==> config.mk <==
export PLATFORM = sky130hd
export DESIGN_NAME = cic_interpolator
export DESIGN_NICKNAME = d
export VERILOG_FILES = /design/src/rtl/cic_interpolator.sv
export SDC_FILE = /design/constraint.sdc
export NUM_CORES = 1
export LEC_CHECK = 0
export CAP_MARGIN = 20
export CORE_MARGIN = 5
export CORE_UTILIZATION = 42
export DETAILED_ROUTE_END_ITERATION = 7
export PLACE_DENSITY = 0.56
export SLEW_MARGIN = 0
export SYNTH_ARGS = -nofsm -noshare
export SYNTH_HDL_FRONTEND = slang
export SYNTH_SLANG_ARGS = --single-unit
==> constraint.sdc <==
create_clock -name clk -period 7.2 [get_ports clk]
set_input_delay 1.8 -clock clk [delete_from_list [all_inputs] [get_ports clk]]
set_output_delay 1.8 -clock clk [all_outputs]
set_load 0.1 [all_outputs]
==> src/rtl/cic_interpolator.sv <==
// CIC interpolator: N low-rate combs, zero-stuff by R, N high-rate integrators.
// Low-rate samples enter via valid/ready; one output per enabled cycle.
module cic_interpolator #(
    parameter int N         = 3,
    parameter int R         = 4,
    parameter int M         = 1,
    parameter int IN_WIDTH  = 16,
    parameter int OUT_WIDTH = 22
) (
    input  logic                        clk,
    input  logic                        reset,
    input  logic                        enable,
    input  logic signed [IN_WIDTH-1:0]  in_data,
    input  logic                        in_valid,
    output logic                        in_ready,
    output logic signed [OUT_WIDTH-1:0] out_data,
    output logic                        out_valid,
    output logic                        underrun
);

    localparam int W  = IN_WIDTH + N * $clog2(R * M);
    localparam int PW = $clog2(R);

    logic [PW-1:0]       phase;
    logic                slot;
    logic                fire;
    logic signed [W-1:0] dly [N][M];
    logic signed [W-1:0] comb_sig [N+1];
    logic signed [W-1:0] stuff;
    logic signed [W-1:0] integ [N];
    logic [N:0]          prime_sr;

    assign slot     = enable && (phase == '0);
    assign in_ready = slot && reset;
    assign fire     = in_valid && in_ready;

    // A missed slot feeds zero into the combs rather than stale data.
    always_comb begin
        comb_sig[0] = '0;
        if (in_valid) begin
            comb_sig[0] = {{(W-IN_WIDTH){in_data[IN_WIDTH-1]}}, in_data};
        end
        for (int k = 0; k < N; k++) begin
            comb_sig[k+1] = comb_sig[k] - dly[k][M-1];
        end
    end

    always_ff @(posedge clk or negedge reset) begin
        if (!reset) begin
            phase <= '0;
        end else if (enable) begin
            if (phase == PW'(R - 1)) begin
                phase <= '0;
            end else begin
                phase <= phase + 1'b1;
            end
        end
    end

    always_ff @(posedge clk or negedge reset) begin
        if (!reset) begin
            for (int k = 0; k < N; k++) begin
                for (int j = 0; j < M; j++) begin
                    dly[k][j] <= '0;
                end
            end
        end else if (slot) begin
            for (int k = 0; k < N; k++) begin
                dly[k][0] <= comb_sig[k];
                for (int j = 1; j < M; j++) begin
                    dly[k][j] <= dly[k][j-1];
                end
            end
        end
    end

    // Integrators wrap modulo 2^W; the combs undo the wrap exactly.
    always_ff @(posedge clk or negedge reset) begin
        if (!reset) begin
            stuff    <= '0;
            out_data <= '0;
            for (int k = 0; k < N; k++) begin
                integ[k] <= '0;
            end
        end else if (enable) begin
            stuff    <= (phase == '0) ? comb_sig[N] : '0;
            integ[0] <= integ[0] + stuff;
            for (int k = 1; k < N; k++) begin
                integ[k] <= integ[k] + integ[k-1];
            end
            out_data <= integ[N-1][W-1 -: OUT_WIDTH];
        end
    end

    always_ff @(posedge clk or negedge reset) begin
        if (!reset) begin
            prime_sr  <= '0;
            out_valid <= 1'b0;
            underrun  <= 1'b0;
        end else begin
            if (enable) begin
                prime_sr <= {prime_sr[N-1:0], prime_sr[0] | fire};
            end
            out_valid <= enable && prime_sr[N];
            underrun  <= slot && !in_valid;
        end
    end

endmodule

==> impl_metrics.json <==
{
  "synth_warnings": 0,
  "stdcell_area_sq_mm": 0.0147,
  "setup_viol": 0,
  "synth_nets": 1457,
  "grt_util_all_layers_pct": 15.2,
  "pre_cts_slack_ns": -0.737,
  "utilization_pct": 51.0,
  "syn_inst": 1307,
  "synth.distinct_cells": 76,
  "grtUsageMet2_pct": 27.7,
  "postCtsHoldBufs": 0,
  "diodes": 0,
  "worst-setup-path-type": "primary input to register",
  "drc_errors": 0,
  "synth_top_area_cell": "dfrtp_1",
  "overflow": 0,
  "areaGrowthSynthToFinish_pct": 19.4,
  "yosysSeqAreaShare_pct": 36.1,
  "dp_hpwl_um": 17900,
  "rows": 62,
  "rsz0062_at_grt": "false",
  "wire_per_inst_um": 13.2,
  "grtUsageMet1_pct": 19.1,
  "clockBufferDepth": 2,
  "routed_wl_um": 24400,
  "slowest_stage": "clkdlybuf4s50_1",
  "period_share_pct": 94.2,
  "synth_top_area_share_pct": 36.1,
  "vias": 9455,
  "layout.nets": 1604,
  "slew_violations": 0,
  "ant_nets": 0,
  "portBuffers": 44,
  "synthFlopType": "dfrtp_1",
  "whs_ns": 0.488,
  "cp-start-kind": "primary input",
  "start_util_pct": 42.7,
  "yosysMostFrequentCell": "dfrtp_1",
  "drv_cap": 0,
  "ys_top_cells_by_count": "dfrtp_1, ha_1, inv_1, o21ai_0, nand2_1",
  "numCtsBuffers": 17,
  "firstDrtPassIters": 4,
  "syn_area_sq_mm": 0.0123,
  "cts_root_buf": "clkbuf_16",
  "antenna_found_initial": 0,
  "crit_top_cell": "a21oi_2",
  "clk_pin_slew_ns": 0.08,
  "finClkSkew_ns": 0.0189,
  "cts_num_sinks": 178,
  "fmax_ghz": 0.147,
  "period_minus_slack_ns": 6.78,
  "crit_fanout": 4,
  "async_reset_ff_share_pct": 100,
  "ys_ff_latch": 178,
  "vias_per_cell": 5.11,
  "cp.buffers_inverters": 2,
  "ys_top_cells_by_area": "dfrtp_1, ha_1, mux2_2, xnor2_1, o21ai_0",
  "core-area_sq_mm": 0.0289,
  "tightest_slew_ns": 0.987,
  "grt_max_degree": 111,
  "cts-htree-levels": 4,
  "grt_busiest_layer": "met2",
  "outcome": "complete, no violations",
  "slowest_delay_ns": 0.39,
  "syn_avg_cell_area_sq_um": 9.44,
  "crit_arrival_ns": 7.12,
  "die_x_um": 181,
  "grt_pass1_vias": 9568,
  "drtIter0Drc": 254,
  "gp_congestion": 0.842,
  "worst_slack_ns": 0.419,
  "slew_headroom_pct": 34.0,
  "ioPinCount": 45,
  "cts_tree": "yes",
  "worstSkewPairLatency_ns": 0.44,
  "die-area_sq_mm": 0.0329,
  "grt_pass1_wl_um": 43200,
  "dieHeight_um": 181,
  "layout-drive-gt1-share_pct": 17.9,
  "cp_top_family": "compound AO/OA/AOI/OAI gates",
  "placed_area_sq_mm": 0.0140,
  "endpoint_kind": "register",
  "hp-class": "register to register",
  "synth_edf_count": 0,
  "finalHoldViolCount": 0,
  "cp.required_ns": 7.53,
  "met3_usage_pct": 1.99
}
## sequential cells by signal (all words and copies together), names as in the netlist
name,cells
prime_sr,4
out_valid,1
underrun,1
out_data,22
integ,66
phase,2
stuff,22
dly,60
## final timing paths
path / start / end / slack, ns / cells past startpoint
worst max register to register: dly[45] / stuff[21] / 1.90 / 25
min in group asynchronous: reset / out_data[1] / 1.28 / 1
worst min register to register: integ[43] / integ[43] / 0.49 / 1
worst min-delay path: integ[43] / integ[43] / 0.49 / 1
max in group asynchronous: reset / dly[13] / 4.10 / 4
worst max-delay path: in_data[2] / stuff[21] / 0.42 / 27
## cells by family (layout without fill, tap and decap cells)
logic type,after synthesis,count (layout),synth area share (%)
flip-flops,178,178,36.1
multiplexers,74,74,6.71
buffers and inverters,152,312,4.63
AO/OA/AOI/OAI,387,387,21.0
XOR/XNOR,88,88,6.36
AND/OR/NAND/NOR,298,298,11.7
adder cells (fa/ha/maj),130,130,13.6
## per-stage QoR
step                      setup TNS (ns)  cells
after detailed placement           -2.99   1814
after global placement             -2.25   1814
after CTS                              0   1846
after floorplan                        0   1307
final                                  0   1851
after global routing                   0   1851
## per-layer routing
layer	vias to the layer above	part of all wire, %
met4	0	1.1
li1	4981	-
met5	-	0
met1	4365	47
met3	19	2.0
met2	90	49
## cells in the final DEF, fill, tap and decap left out, types with 6 or more instances in the layout
cell type / synthesis / routed
a211oi_1: 12 / 11
a21boi_0: 8 / 7
a21o_1: 41 / 41
a21oi_1: 81 / 75
a21oi_2: 1 / 7
a22o_1: 14 / 14
a31oi_1: 12 / 12
and2_1: 25 / 24
and3_1: 9 / 9
buf_4: 0 / 114
clkbuf_16: 0 / 18
clkdlybuf4s50_1: 0 / 41
dfrtp_1: 178 / 178
ha_1: 124 / 123
inv_1: 119 / 119
mux2_2: 69 / 69
nand2_1: 100 / 99
nand2b_1: 9 / 9
nand3_1: 12 / 12
nand4_1: 7 / 7
nor2_1: 66 / 65
nor2b_1: 22 / 22
nor3_1: 12 / 12
o21a_1: 19 / 19
o21ai_0: 105 / 97
o21ai_1: 2 / 6
o21bai_1: 11 / 10
o31ai_1: 10 / 10
or3_1: 15 / 15
xnor2_1: 68 / 67
xor2_1: 19 / 19
## what timing repair did
action | CTS | global route
resized for setup | 5 | 24
setup endpoints to repair | 3 | 6
cloned | 0 | 1
setup buffers | 0 | 3
pin swaps | 1 | 21
## layout make-up
cell class | count | area (sq um)
clock buffers | 18 | 429
clock inverters | 14 | 166
fillers | 2696 | 14100
inverters | 120 | 450
multi-input cells | 977 | 7380
flip-flops and latches | 178 | 4450
well taps | 384 | 480
repair buffers | 160 | 1360
Power is left out: the tool's default activity adds up to more than one toggle a clock period on the data nets, which glitch-free logic cannot reach.
